<file path="src/rtl/axis_rr_packet_arbiter.sv">
// axis_rr_packet_arbiter: packet-level round-robin mux of NUM AXI-stream sources onto one master port.
// A grant is taken only between packets and held until the granted source's tlast handshake.
module axis_rr_packet_arbiter #(
  parameter int NUM = 4,
  parameter int DSIZE = 8,
  localparam int IW = $clog2(NUM),
  localparam int KSIZE = (DSIZE + 7) / 8
) (
  input  logic                 clock,
  input  logic                 rst_n,
  input  logic [NUM-1:0]       s_axis_tvalid,
  output logic [NUM-1:0]       s_axis_tready,
  input  logic [NUM*DSIZE-1:0] s_axis_tdata,
  input  logic [NUM-1:0]       s_axis_tlast,
  input  logic [NUM*KSIZE-1:0] s_axis_tkeep,
  input  logic [NUM-1:0]       s_axis_tuser,
  output logic                 m_axis_tvalid,
  input  logic                 m_axis_tready,
  output logic [DSIZE-1:0]     m_axis_tdata,
  output logic                 m_axis_tlast,
  output logic [KSIZE-1:0]     m_axis_tkeep,
  output logic                 m_axis_tuser,
  output logic [IW-1:0]        grant_id,
  output logic                 busy,
  output logic [15:0]          pkt_cnt
);
  typedef enum logic {IDLE, BUSY} state_t;
  state_t state, state_nx;
  logic [IW-1:0] last_ptr, pick, idx;
  logic done;
  // Scan downward so the nearest requester after last_ptr wins.
  always_comb begin
    pick = last_ptr;
    idx = '0;
    for (int k = NUM; k >= 1; k--) begin
      idx = IW'((int'(last_ptr) + k) % NUM);
      if (s_axis_tvalid[idx]) pick = idx;
    end
  end
  assign busy          = state == BUSY;
  assign m_axis_tvalid = busy && s_axis_tvalid[grant_id];
  assign m_axis_tdata  = s_axis_tdata[grant_id*DSIZE +: DSIZE];
  assign m_axis_tkeep  = s_axis_tkeep[grant_id*KSIZE +: KSIZE];
  assign m_axis_tlast  = s_axis_tlast[grant_id];
  assign m_axis_tuser  = s_axis_tuser[grant_id];
  assign s_axis_tready = busy ? NUM'(m_axis_tready) << grant_id : '0;
  assign done          = m_axis_tvalid && m_axis_tready && m_axis_tlast;
  always_comb begin
    state_nx = state;
    state_nx = busy ? (done ? IDLE : BUSY) : (|s_axis_tvalid ? BUSY : IDLE);
  end
  always_ff @(posedge clock or negedge rst_n) begin
    if (!rst_n) begin
      state    <= IDLE;
      grant_id <= '0;
      last_ptr <= IW'(NUM - 1);
      pkt_cnt  <= '0;
    end else begin
      state <= state_nx;
      if (!busy && |s_axis_tvalid) grant_id <= pick;
      if (done) begin
        last_ptr <= grant_id;
        pkt_cnt  <= pkt_cnt + 16'd1;
      end
    end
  end
endmodule
</file>
<file path="config.mk">
export PLATFORM = sky130hd
export DESIGN_NAME = axis_rr_packet_arbiter
export DESIGN_NICKNAME = d
export VERILOG_FILES = /design/src/rtl/axis_rr_packet_arbiter.sv
export SDC_FILE = /design/constraint.sdc
export NUM_CORES = 1
export LEC_CHECK = 0
export ABC_AREA = 1
export CORE_ASPECT_RATIO = 1.75
export CORE_MARGIN = 5
export CORE_UTILIZATION = 61
export CTS_CLUSTER_DIAMETER = 80
export DETAILED_ROUTE_END_ITERATION = 16
export DONT_BUFFER_PORTS = 1
export GPL_ROUTABILITY_DRIVEN = 0
export HOLD_SLACK_MARGIN = 0.05
export PLACE_DENSITY = 0.77
export SKIP_CTS_REPAIR_TIMING = 1
export SYNTH_ARGS = -nofsm -noshare
export SYNTH_HDL_FRONTEND = slang
export SYNTH_SLANG_ARGS = --single-unit
</file>
<file path="constraint.sdc">
create_clock -name clock -period 1.7 [get_ports clock]
set_clock_uncertainty 0.05 [all_clocks]
set_input_delay 0.085 -clock clock [delete_from_list [all_inputs] [get_ports clock]]
set_output_delay 0.085 -clock clock [all_outputs]
set_load 0.01 [all_outputs]
</file>
==> results.tsv, run 1 <==
metric	value	unit
synth_cell_types	23	
n_antenna_cell	0	
yosys.area.top_type_share	27.9	%
cts_buffers	3	
route.met3.wl	413	um
ir_drop	1.05	mV
syn_inst	271	
seq_area_frac_synth	31.0	%
io_pins	86	
fin_cells	316	
cts_buffer_depth	2	
via_per_inst	5.85	
chipHeight	79.9	um
grt_max_degree	22	
drt-initial-drc-count	47	
syn_nets	323	
routed_wl	4.85	mm
max_stage_delay	470	ps
top_layer	met4	
layout-drive-gt1-share	12.8	%
io_buffers	0	
area_growth	12.0	%
die_area	3990	um^2
min_period	1570	ps
antenna_found_initial	0	
required	1830	ps
grt-ovfl-total	0	
cp_num_cells	7	
whs_path_depth	5	
arrival	1700	ps
status	completed	
first_global_vias	1833	
layout_commonest_cell	nand2_1	
crit_path_max_fanout	12	
finalHoldViolCount	0	
fp-row-count	25	
hp-class	input port to flip-flop	
cts.sinks	21	
synth_flop_cell	dfrtp_1	
synth_area_per_cell	6.28	um^2
yosysTopAreaCell	dfrtp_1	
path_clk_slew	70	ps
reg2regPathDepth	7	
synthesis.area	1700	um^2
final_cell_mix	nand2_1, nor2_1, o21ai_0	
fmax	637	MHz
leakagePower	0.917	nW
h-tree-depth	1	
pwr_density_cell	1710	nW/um^2
slowest_stage	dfrtp_2	
grtUsageTotal	24.9	%
endpoint_kind	flip-flop	
setup_viol	0	
synthArstFlopShare	100	%
rsz0062_at_grt	no	
insertion_delay	260	ps
synth_area_leaders	dfrtp_1, nand2_1, o21ai_0	
synth_edf_count	0	
start_kind	flip-flop	
met2_wirelength	2.66	mm
regArea	529	um^2
crit_buf_inv	2	
wire_per_inst	15.4	um
final_area	1910	um^2
placed_cells	311	
nFillCells	245	
wl_met1	1.67	mm
slew_headroom	35.6	%
cts_tree	yes	
crit_chain	inv_1 > nor2_1 > o21ai_2 > nand2_2 > nor2_4 > buf_4 > xor2_1	
firstDrtPassIters	4	
drv_slew	0	
synth-seq-cells	21	
layout.nets	342	
die_x	49.9	um
grt_pass1_wl	8.18	mm
tightest_slew	963	ps
cp_top_family	flip-flops	
fin_crit_sh	92.4	%
cts_root_buf	clkbuf_8	
drv_cap	0	
fin_setup_tns	0	ps
route.detailed.drc	0	
core_region_area	2690	um^2
ant_nets	0	
setup.worst_path.class	flip-flop to flip-flop	
place_area	1840	um^2
multiInputGateArea	998	um^2
initial_core_util	63.3	%
vias	1848	
yosys_warnings	0	
hpwl	3.82	mm
-- power by group --
group          total, mW  switching, mW  leakage, nW  internal (mW)
sequential         0.948          0.255        0.263          0.693
combinational       1.98           1.25        0.629          0.731
clock              0.324          0.161       0.0255          0.163
total               3.26           1.67        0.917           1.59
-- layer usage --
layer  vias to the layer above  global-route usage (%)
li1                        909                       -
met1                       837                    26.0
met2                        92                    46.6
met3                        10                    5.42
met4                         0                    9.71
met5                         -                       0
-- synthesized netlist by cell type, types with 3 or more instances --
master	instances
buf_6	4
clkbuf_1	5
dfrtp_1	19
inv_1	28
nand2_1	85
nand3_1	12
nand4_1	5
nor2_1	35
nor3_1	10
o21ai_0	33
o21ai_2	3
o22ai_1	10
xor2_1	7
-- path summary, 6_finish.rpt --
check	from	end	slack [ps]
setup / recovery	grant_id[0]	pkt_cnt[0]	130
hold / removal	m_axis_tready	pkt_cnt[5]	60
setup reg to reg	grant_id[0]	pkt_cnt[0]	130
hold reg to reg	last_ptr[1]	last_ptr[1]	550
max in group asynchronous	rst_n	grant_id[0]	580
min in group asynchronous	rst_n	pkt_cnt[6]	370
-- tightest hold or removal path: cells and delay by family --
| kind | cells | cell delay, ps |
|---|---|---|
| AND/OR/NAND/NOR | 5 | 250 |
-- state kept, by name, summed over array words and instances (netlist names) --
register / count
last_ptr: 2
busy: 1
grant_id: 2
pkt_cnt: 16
-- logic make-up (layout without fill, tap and decap cells) --
group | count (synthesis) | in the layout | share of synthesized area (%)
AO/OA/AOI/OAI | 51 | 51 | 16.9
XOR/XNOR | 9 | 9 | 4.63
adder cells (fa/ha/maj) | 1 | 1 | 0.735
buffers and inverters | 39 | 57 | 10.5
flip-flops | 21 | 21 | 31.0
AND/OR/NAND/NOR | 150 | 150 | 36.2
-- cell type report --
type                       instances  area share, %
multi-input combinational        211           52.4
sequential                        21           27.8
timing repair buffer              25           10.2
inverter                          28           5.51
clock buffer                       3           2.17
tap                               27           1.77
clock inverter                     1          0.262
-- through the flow --
stage | hold slack, ps | setup WS (ps) | power, mW | utilization, %
2_1_floorplan | -261 | 223 | 2.37 | -
3_3_place_gp | -260 | 189 | 2.87 | 68.5
3_5_place_dp | -260 | 140 | 2.91 | 68.5
4_1_cts | -542 | 96.8 | 3.24 | 70.2
5_1_grt | 75.4 | 19.3 | 3.60 | 70.9
6_report | 62.3 | 129 | 3.26 | 70.9
No activity file was read; power rests on OpenSTA's default activity.
==> run 2: changes to the inputs <==
--- a/config.mk
+++ b/config.mk
@@ -8,13 +8,12 @@
 export ABC_AREA = 1
 export CORE_ASPECT_RATIO = 1.75
 export CORE_MARGIN = 5
-export CORE_UTILIZATION = 61
+export CORE_UTILIZATION = 40
 export CTS_CLUSTER_DIAMETER = 80
 export DETAILED_ROUTE_END_ITERATION = 16
 export DONT_BUFFER_PORTS = 1
 export GPL_ROUTABILITY_DRIVEN = 0
 export HOLD_SLACK_MARGIN = 0.05
-export PLACE_DENSITY = 0.77
 export SKIP_CTS_REPAIR_TIMING = 1
 export SYNTH_ARGS = -nofsm -noshare
 export SYNTH_HDL_FRONTEND = slang
==> results.tsv, run 2 (synthesized netlist as in run 1, its figures left out) <==
metric	value	unit	change
status	completed		
ant_nets	0		unchanged
start_kind	flip-flop		
drt-initial-drc-count	94		+100%
route.detailed.drc	0		unchanged
cp_num_cells	8		+1
grtUsageTotal	17.0	%	-7.9 points
grt_max_degree	22		unchanged
die_area	5710	um^2	+43%
n_antenna_cell	0		unchanged
routed_wl	5.00	mm	+3.1%
crit_path_max_fanout	8		-4
r2r_slack	100	ps	-30 ps
cts_root_buf	clkbuf_8		
antenna_found_initial	0		unchanged
top_register	pkt_cnt		
reg_top3	pkt_cnt (16), grant_id (2), last_ptr (2)		
drv_slew	0		unchanged
nFillCells	443		+81%
chipHeight	96.3	um	+21%
min_period	1600	ps	+27.1 ps
grt-ovfl-total	0		unchanged
slew_headroom	35.1	%	-0.43 points
insertion_delay	260	ps	about the same
required	1800	ps	-30 ps
slowest_stage	dfrtp_2		
whs_path_depth	4		-1
layout-drive-gt1-share	16.2	%	+3.4 points
wire_per_inst	14.5	um	-5.6%
final_core_util	49.1	%	-22 points
first_global_vias	1726		-5.8%
multiInputGateArea	1000	um^2	+0.25%
hold_slack	60.6	ps	-1.69 ps
setup_viol	0		unchanged
h-tree-depth	1		unchanged
cts_tree	yes		
ir_drop	0.778	mV	-26%
largest_register_ffs	16		unchanged
layout_commonest_cell	nand2_1		
fin_crit_sh	94.0	%	+1.6 points
placed_cells	332		+6.8%
setup.worst_path.class	flip-flop to flip-flop		
rsz0062_at_grt	no		
fmax	626	MHz	-1.7%
pre_cts_ws	108	ps	-31.4 ps
firstDrtPassIters	4		unchanged
crit_buf_inv	2		unchanged
via_per_inst	5.40		-7.7%
regArea	531	um^2	+0.24%
hpwl	3.99	mm	+4.3%
cts.sinks	21		unchanged
grt_pass1_wl	7.54	mm	-7.8%
tightest_slew	970	ps	+6.43 ps
leakagePower	0.960	nW	+4.7%
reg2regPathDepth	8		+1
hp-class	input port to flip-flop		
max_stage_delay	450	ps	-20 ps
finalWorstSetupSlack	102	ps	-27.1 ps
fp-row-count	31		+24%
io_buffers	0		unchanged
final_cell_mix	nand2_1, nor2_1, o21ai_0		
die_x	59.3	um	+19%
pwr_density_cell	1710	nW/um^2	+0.31%
drv_cap	0		unchanged
initial_core_util	41.0	%	-22 points
fin_setup_tns	0	ps	unchanged
area_growth	19.8	%	
finalHoldViolCount	0		unchanged
fin_cells	345		+9.2%
arrival	1690	ps	about the same
layout.nets	349		+2.0%
endpoint_kind	flip-flop		
core_region_area	4150	um^2	+54%
crit_chain	buf_8 > nand2_1 > o211ai_1 > nand2_1 > nand2_2 > nor2_4 > clkbuf_16 > o21ai_0		
cts_buffer_depth	2		unchanged
cpMostUsedCell	nand2_1		
cp_top_family	simple AND/OR/NAND/NOR gates		
cts_buffers	3		unchanged
io_pins	86		unchanged
path_clk_slew	80	ps	about the same
vias	1863		+0.81%
==> run 2: final timing paths <==
| path | from | end |
|---|---|---|
| max reg2reg | grant_id[0] | pkt_cnt[13] |
| min in group asynchronous | rst_n | pkt_cnt[14] |
| min reg2reg | last_ptr[1] | last_ptr[1] |
| max in group asynchronous | rst_n | grant_id[1] |
| max | grant_id[0] | pkt_cnt[13] |
| min | m_axis_tready | pkt_cnt[5] |
==> run 2: per-stage QoR <==
stage / cell area (um^2) / total power [mW]
after global placement: 1890 / 2.95
final: 2040 / 3.49
after floorplan: 1700 / 2.37
after CTS: 1930 / 3.30
after detailed placement: 1890 / 2.96
after global routing: 2040 / 3.81
==> run 2: cell type report <==
cell class | instances | area share (%)
multi-input combinational | 211 | 49.1
sequential | 21 | 26.0
timing repair buffer | 32 | 14.5
inverter | 28 | 5.15
tap | 49 | 3.01
clock buffer | 4 | 2.21
==> run 2: routing by layer <==
layer	wire length, um	up-vias	part of all wire, %	GRT usage [%]
li1	-	936	-	-
met1	1760	842	35	15.3
met2	2720	76	54	34.7
met3	430	9	8.6	3.49
met4	85	0	1.7	6.24
met5	0	-	0	0
==> run 2: worst min-delay path, stage by stage <==
cell and delay (ps):
nand2_2 70, nor2_4 70, nand3_1 70, nand2_1 50
==> run 2: where the power goes <==
part	internal [mW]	switching [mW]
Combinational	0.915	1.29
Sequential	0.695	0.260
Clock	0.167	0.164
Total	1.78	1.72
